`src/rtl/decode_stage.sv`:
```
// RV32I(+M) decode pipeline stage: registered decode with a main/skid buffer pair
// so fetch can keep streaming at one instruction per cycle under back-pressure.
module decode_stage #(
  parameter int          PC_W      = 32,
  parameter int          ENABLE_M  = 0,
  parameter logic [31:0] HALT_INSN = 32'h00000073
) (
  input  logic            clk,
  input  logic            rst,
  input  logic            flush,
  input  logic            in_valid,
  output logic            in_ready,
  input  logic [31:0]     in_ir,
  input  logic [PC_W-1:0] in_pc,
  output logic            out_valid,
  input  logic            out_ready,
  output logic [PC_W-1:0] out_pc,
  output logic [4:0]      srcreg1_num,
  output logic [4:0]      srcreg2_num,
  output logic [4:0]      dstreg_num,
  output logic [31:0]     imm,
  output logic [5:0]      alucode,
  output logic [1:0]      aluop1_type,
  output logic [1:0]      aluop2_type,
  output logic            reg_we,
  output logic            is_load,
  output logic            is_store,
  output logic            is_halt,
  output logic            is_illegal,
  output logic [2:0]      mem_size
);

  localparam logic [5:0] ALU_LUI  = 6'd0,  ALU_JAL  = 6'd1,  ALU_JALR = 6'd2,
                         ALU_BEQ  = 6'd3,  ALU_BNE  = 6'd4,  ALU_BLT  = 6'd5,
                         ALU_BGE  = 6'd6,  ALU_BLTU = 6'd7,  ALU_BGEU = 6'd8,
                         ALU_LB   = 6'd9,  ALU_LH   = 6'd10, ALU_LW   = 6'd11,
                         ALU_LBU  = 6'd12, ALU_LHU  = 6'd13, ALU_SB   = 6'd14,
                         ALU_SH   = 6'd15, ALU_SW   = 6'd16, ALU_ADD  = 6'd17,
                         ALU_SUB  = 6'd18, ALU_SLL  = 6'd19, ALU_SLT  = 6'd20,
                         ALU_SLTU = 6'd21, ALU_XOR  = 6'd22, ALU_SRL  = 6'd23,
                         ALU_SRA  = 6'd24, ALU_OR   = 6'd25, ALU_AND  = 6'd26,
                         ALU_MUL  = 6'd27, ALU_NOP  = 6'd63;

  localparam logic [1:0] OP_TYPE_NONE = 2'd0, OP_TYPE_REG = 2'd1,
                         OP_TYPE_IMM  = 2'd2, OP_TYPE_PC  = 2'd3;

  typedef struct packed {
    logic [4:0]  rs1;
    logic [4:0]  rs2;
    logic [4:0]  rd;
    logic [31:0] imm;
    logic [5:0]  alucode;
    logic [1:0]  op1;
    logic [1:0]  op2;
    logic        reg_we;
    logic        is_load;
    logic        is_store;
    logic        is_halt;
    logic        is_illegal;
    logic [2:0]  mem_size;
  } dec_t;

  function automatic logic [5:0] alu_base(input logic [2:0] f3, input logic alt);
    case (f3)
      3'b000:  return ALU_ADD;
      3'b001:  return ALU_SLL;
      3'b010:  return ALU_SLT;
      3'b011:  return ALU_SLTU;
      3'b100:  return ALU_XOR;
      3'b101:  return alt ? ALU_SRA : ALU_SRL;
      3'b110:  return ALU_OR;
      default: return ALU_AND;
    endcase
  endfunction

  function automatic dec_t decode(input logic [31:0] ir);
    dec_t       d;
    logic [2:0] f3;
    logic [6:0] f7;
    f3 = ir[14:12];
    f7 = ir[31:25];
    d  = '0;
    case (ir[6:0])
      7'b0110111: begin  // LUI
        d.rd = ir[11:7]; d.imm = {ir[31:12], 12'b0}; d.alucode = ALU_LUI;
        d.op1 = OP_TYPE_NONE; d.op2 = OP_TYPE_IMM; d.reg_we = 1'b1;
      end
      7'b0010111: begin  // AUIPC
        d.rd = ir[11:7]; d.imm = {ir[31:12], 12'b0}; d.alucode = ALU_ADD;
        d.op1 = OP_TYPE_PC; d.op2 = OP_TYPE_IMM; d.reg_we = 1'b1;
      end
      7'b1101111: begin  // JAL
        d.rd = ir[11:7]; d.imm = {{12{ir[31]}}, ir[19:12], ir[20], ir[30:21], 1'b0};
        d.alucode = ALU_JAL; d.op1 = OP_TYPE_PC; d.op2 = OP_TYPE_IMM; d.reg_we = 1'b1;
      end
      7'b1100111: begin  // JALR
        d.rs1 = ir[19:15]; d.rd = ir[11:7]; d.imm = {{20{ir[31]}}, ir[31:20]};
        d.alucode = ALU_JALR; d.op1 = OP_TYPE_REG; d.op2 = OP_TYPE_IMM; d.reg_we = 1'b1;
      end
      7'b1100011: begin  // BRANCH
        d.rs1 = ir[19:15]; d.rs2 = ir[24:20];
        d.imm = {{20{ir[31]}}, ir[7], ir[30:25], ir[11:8], 1'b0};
        d.op1 = OP_TYPE_REG; d.op2 = OP_TYPE_REG;
        case (f3)
          3'b000:  d.alucode = ALU_BEQ;
          3'b001:  d.alucode = ALU_BNE;
          3'b100:  d.alucode = ALU_BLT;
          3'b101:  d.alucode = ALU_BGE;
          3'b110:  d.alucode = ALU_BLTU;
          3'b111:  d.alucode = ALU_BGEU;
          default: d.is_illegal = 1'b1;
        endcase
      end
      7'b0000011: begin  // LOAD
        d.rs1 = ir[19:15]; d.rd = ir[11:7]; d.imm = {{20{ir[31]}}, ir[31:20]};
        d.op1 = OP_TYPE_REG; d.op2 = OP_TYPE_IMM; d.reg_we = 1'b1; d.is_load = 1'b1;
        d.mem_size = f3;
        case (f3)
          3'b000:  d.alucode = ALU_LB;
          3'b001:  d.alucode = ALU_LH;
          3'b010:  d.alucode = ALU_LW;
          3'b100:  d.alucode = ALU_LBU;
          3'b101:  d.alucode = ALU_LHU;
          default: d.is_illegal = 1'b1;
        endcase
      end
      7'b0100011: begin  // STORE
        d.rs1 = ir[19:15]; d.rs2 = ir[24:20]; d.imm = {{20{ir[31]}}, ir[31:25], ir[11:7]};
        d.op1 = OP_TYPE_REG; d.op2 = OP_TYPE_IMM; d.is_store = 1'b1; d.mem_size = f3;
        case (f3)
          3'b000:  d.alucode = ALU_SB;
          3'b001:  d.alucode = ALU_SH;
          3'b010:  d.alucode = ALU_SW;
          default: d.is_illegal = 1'b1;
        endcase
      end
      7'b0010011: begin  // OPIMM; shifts carry a zero-extended shamt
        d.rs1 = ir[19:15]; d.rd = ir[11:7]; d.op1 = OP_TYPE_REG; d.op2 = OP_TYPE_IMM;
        d.reg_we = 1'b1; d.alucode = alu_base(f3, ir[30]);
        if (f3 == 3'b001 || f3 == 3'b101) d.imm = {27'b0, ir[24:20]};
        else                              d.imm = {{20{ir[31]}}, ir[31:20]};
        if (f3 == 3'b001 && f7 != 7'b0000000) d.is_illegal = 1'b1;
        if (f3 == 3'b101 && f7 != 7'b0000000 && f7 != 7'b0100000) d.is_illegal = 1'b1;
      end
      7'b0110011: begin  // OP
        d.rs1 = ir[19:15]; d.rs2 = ir[24:20]; d.rd = ir[11:7];
        d.op1 = OP_TYPE_REG; d.op2 = OP_TYPE_REG; d.reg_we = 1'b1;
        case (f7)
          7'b0000000: d.alucode = alu_base(f3, 1'b0);
          7'b0100000: begin
            if (f3 == 3'b000)      d.alucode = ALU_SUB;
            else if (f3 == 3'b101) d.alucode = ALU_SRA;
            else                   d.is_illegal = 1'b1;
          end
          7'b0000001: begin
            if (ENABLE_M != 0) d.alucode = ALU_MUL + {3'b000, f3};
            else               d.is_illegal = 1'b1;
          end
          default: d.is_illegal = 1'b1;
        endcase
      end
      7'b0001111, 7'b1110011: d.alucode = ALU_NOP;  // FENCE / SYSTEM: no architectural effect here
      default: d.is_illegal = 1'b1;
    endcase
    if (d.is_illegal) begin
      d.reg_we = 1'b0; d.is_load = 1'b0; d.is_store = 1'b0;
    end
    if (ir == HALT_INSN) begin
      d.is_halt = 1'b1; d.reg_we = 1'b0; d.is_illegal = 1'b0;
    end
    return d;
  endfunction

  dec_t            dec_in, main_q, skid_q;
  logic [PC_W-1:0] main_pc, skid_pc;
  logic            main_valid, skid_empty;

  always_comb dec_in = decode(in_ir);

  // skid_empty is kept as its own register so in_ready is a pure flop output
  always_ff @(posedge clk) begin
    if (rst) begin
      main_valid <= 1'b0;
      skid_empty <= 1'b1;
      main_q     <= '0;
      skid_q     <= '0;
      main_pc    <= '0;
      skid_pc    <= '0;
    end else if (flush) begin
      main_valid <= 1'b0;
      skid_empty <= 1'b1;
    end else if (!main_valid || out_ready) begin
      if (!skid_empty) begin
        main_q     <= skid_q;
        main_pc    <= skid_pc;
        main_valid <= 1'b1;
        skid_empty <= 1'b1;
      end else if (in_valid) begin
        main_q     <= dec_in;
        main_pc    <= in_pc;
        main_valid <= 1'b1;
      end else begin
        main_valid <= 1'b0;
      end
    end else if (in_valid && skid_empty) begin
      skid_q     <= dec_in;
      skid_pc    <= in_pc;
      skid_empty <= 1'b0;
    end
  end

  assign in_ready    = skid_empty;
  assign out_valid   = main_valid;
  assign out_pc      = main_pc;
  assign srcreg1_num = main_q.rs1;
  assign srcreg2_num = main_q.rs2;
  assign dstreg_num  = main_q.rd;
  assign imm         = main_q.imm;
  assign alucode     = main_q.alucode;
  assign aluop1_type = main_q.op1;
  assign aluop2_type = main_q.op2;
  assign reg_we      = main_q.reg_we;
  assign is_load     = main_q.is_load;
  assign is_store    = main_q.is_store;
  assign is_halt     = main_q.is_halt;
  assign is_illegal  = main_q.is_illegal;
  assign mem_size    = main_q.mem_size;

endmodule
```
`config.mk`:
```
export PLATFORM = sky130hd
export DESIGN_NAME = decode_stage
export DESIGN_NICKNAME = d
export VERILOG_FILES = /design/src/rtl/decode_stage.sv
export SDC_FILE = /design/constraint.sdc
export NUM_CORES = 1
export LEC_CHECK = 0
export CAP_MARGIN = 30
export CORE_MARGIN = 2
export CORE_UTILIZATION = 45
export DETAILED_ROUTE_END_ITERATION = 10
export GPL_TIMING_DRIVEN = 0
export PLACE_DENSITY = 0.79
export RECOVER_POWER = 25
export SYNTH_ARGS = -nofsm -noshare
export SYNTH_HDL_FRONTEND = slang
export SYNTH_SLANG_ARGS = --single-unit
```
`constraint.sdc`:
```
create_clock -name clk -period 2.7 [get_ports clk]
set_clock_uncertainty 0.15 [all_clocks]
set_input_delay 0.81 -clock clk [delete_from_list [all_inputs] [get_ports clk]]
set_output_delay 0.81 -clock clk [all_outputs]
set_load 0.005 [all_outputs]
```
==> summary.txt <==
Timing
  • Final min period: 2650 ps
  • Final TNS setup: 0 ps
  • Hold WS: 304 ps
  • Final Worst Setup Slack: 52.9 ps
  • Setup violations, final: 0
  • Max Slew Vio Count: 0
  • Slew at the pin with the worst max-slew slack: 831 ps
  • Fmax: 378 MHz
  • Rel. slew slack: 44.6%
  • Tcrit/Tclk final: 98.0%
  • RSZ-0062 raised after global routing: no
  • Hold Vio Cnt, Final: 0

Floorplan
  • Starting Density: 45.6%
  • Die area: 21,600 um2
  • Num rows: 52
  • Core Region: 20,200 um2
  • Die width: 147 um
  • Num ports: 168
  • Die Y: 147 um

Route
  • Drt first-iter violations: 1,007
  • Routed WL per cell: 19.8 um
  • Final WL: 31,600 um
  • Remaining DRCs: 0
  • Avg Vias per Cell: 5.99
  • Remaining antenna violation count: 0
  • Pre-antenna DRT Iters: 6
  • Vias: 9,580

Yosys
  • Most area-consuming cells after synthesis: dfxtp_1, nand2_1, a21oi_1
  • Syn Std Cell Area: 9200 um2
  • Most frequent cells after synthesis: dfxtp_1, nand2_1, nor2_1
  • Net count after synthesis: 1,197
  • Post-synthesis average cell area: 8.16 um2
  • Post-synth EDFFs: 0
  • Asr flop ratio synth: 0%
  • Syn Inst Count: 1,128
  • Ys Warns: 0
  • Yosys top cell area share: 42.6%
  • Synth Register Bits: 196
  • Sequential area share after synthesis: 42.6%
  • Ys flop type: dfxtp_1
  • Yosys cell types: 76
  • Most frequent cell after synthesis: dfxtp_1
  • Cell type with the largest total area after synthesis: dfxtp_1

Layout
  • Fill cells: 1,781
  • Antenna diode count: 0
  • Layout cells sized above 1: 10.3%
  • Register area: 3920 um2
  • Final core occ: 59.3%
  • Area occupied by multi-input gates: 4850 um2
  • Area growth from synthesis to layout: 30.0%
  • Final nets: 1,384

Clock tree
  • CTS tree: done
  • Sink Count: 196
  • CTS HTree Levels: 4
  • Clk slew on worst S/H paths: 70 ps
  • CTS root buf: clkbuf_16
  • Hold_buf cts: 0
  • Worst-case clock buffer depth: 2
  • CTS buffer count: 17
  • Clk Latency, worst-skew pair: 440 ps

Placement
  • Port Buffers: 163
  • Gp weighted congestion: 0.920
  • Worst slack, placed: -611 ps
  • Hpwl dp: 23,300 um

GRT
  • First-pass GRT wire length: 49,200 um
  • Largest net degree at the start of global routing: 20
  • Vias in the first global route: 9,084
  • Initial antenna violation count: 0
  • Grt total ovfl: 0
  • Overall routing resource usage: 28.8%

Setup path
  • Crit Path Class: input pin to flop
  • Startpoint Class: input pin
  • Critical path peak fanout: 10
  • Critical Path RT: 2850 ps
  • Worst path arrival time: 2800 ps
  • Kind of end point of the critical path: flop

Power
  • Pwr Total: 0.00645 W
  • Worst vdd ir: 0.336 mV
  • Pleak: 4.53 nW
  • PwrDens: 540 nW/um2

Min path
  • Worst hold-check path type: flop to flop

Outcome
  • Status: completed

Flow run
  • MaxCap Viol Count: 0
## worst max-delay path, cell delays in order
cell and delay, ps:
clkdlybuf4s50_1 510, buf_2 220, nand4b_1 240, o2bb2ai_4 150, and2_1 250, a221oi_1 500, nor3_1 100
## kinds of logic after synthesis
group	synth area share, %
xor+xnor	0.381
simple gates	22.2
compound gates	25.2
flops	42.6
mux	3.81
buf+inv	5.81
## metal layers
layer	wire [um]	global-route usage, %
met3	2950	4.81
met2	14400	45.3
met5	0	0
met4	1290	12.6
met1	12900	39.3
## where the power goes
group	switching (W)	total, W	internal [W]
Sequential	0.0000496	0.00303	0.00298
Clock	0.00122	0.00257	0.00135
Combinational	0.000484	0.000855	0.000371
## repair_timing
item                                    in CTS  in global routing
pin swaps                                    0                  4
endpoints found under the setup margin      27                 82
setup buffers                                0                  5
gates cloned                                 0                  0
gates resized for setup                     10                 32
## stage by stage
| step | std cells | cell area [um2] |
|---|---|---|
| global placement | 1561 | 11200 |
| detailed placement | 1561 | 11200 |
| floorplan | 1128 | 9200 |
| finish | 1598 | 12000 |
| CTS | 1593 | 11800 |
| global route | 1598 | 12000 |
## cell usage in the layout, fill, tap and decap left out, types with 12 or more instances in the layout
| cell | count |
|---|---|
| dfxtp_1 | 196 |
| nand2_1 | 165 |
| nor2_1 | 110 |
| a21oi_1 | 109 |
| clkdlybuf4s50_1 | 86 |
| a211oi_1 | 73 |
| dlygate4sd3_1 | 72 |
| clkbuf_1 | 55 |
| nand3_1 | 41 |
| nor3_1 | 38 |
| buf_2 | 36 |
| mux2i_1 | 35 |
| o21ai_0 | 29 |
| clkbuf_16 | 17 |
| o211ai_1 | 15 |
| a311oi_1 | 14 |
| o31ai_1 | 12 |
## state kept, by name (all words and copies together), names as in the netlist, 2 cells and up
signal       cells
alucode          6
aluop1_type      2
aluop2_type      2
dstreg_num       5
imm             32
mem_size         3
out_pc          32
skid_pc         32
skid_q          65
srcreg1_num      5
srcreg2_num      5
## worst paths after layout
| path | cells past startpoint | end | slack (ps) | from |
|---|---|---|---|---|
| min reg2reg | 2 | imm[28]$_SDFFE_PP0P_ | 300 | imm[28]$_SDFFE_PP0P_ |
| max | 7 | dstreg_num[2]$_SDFFE_PP0P_ | 50 | in_ir[4] |
| max reg2reg | 7 | dstreg_num[2]$_SDFFE_PP0P_ | 380 | in_ready$_SDFFE_PP1P_ |
| min | 2 | imm[28]$_SDFFE_PP0P_ | 300 | imm[28]$_SDFFE_PP0P_ |
## final cells by class
class,instances,share of cell area (%)
plain buffers,111,4.49
clock inverters,14,1.37
clock buffers,18,3.67
well taps,270,2.82
inverters,6,0.188
flip-flops and latches,196,32.8
multi-input cells,815,40.6
repair buffers,168,14.1
No activity file was read; power rests on OpenSTA's default activity.
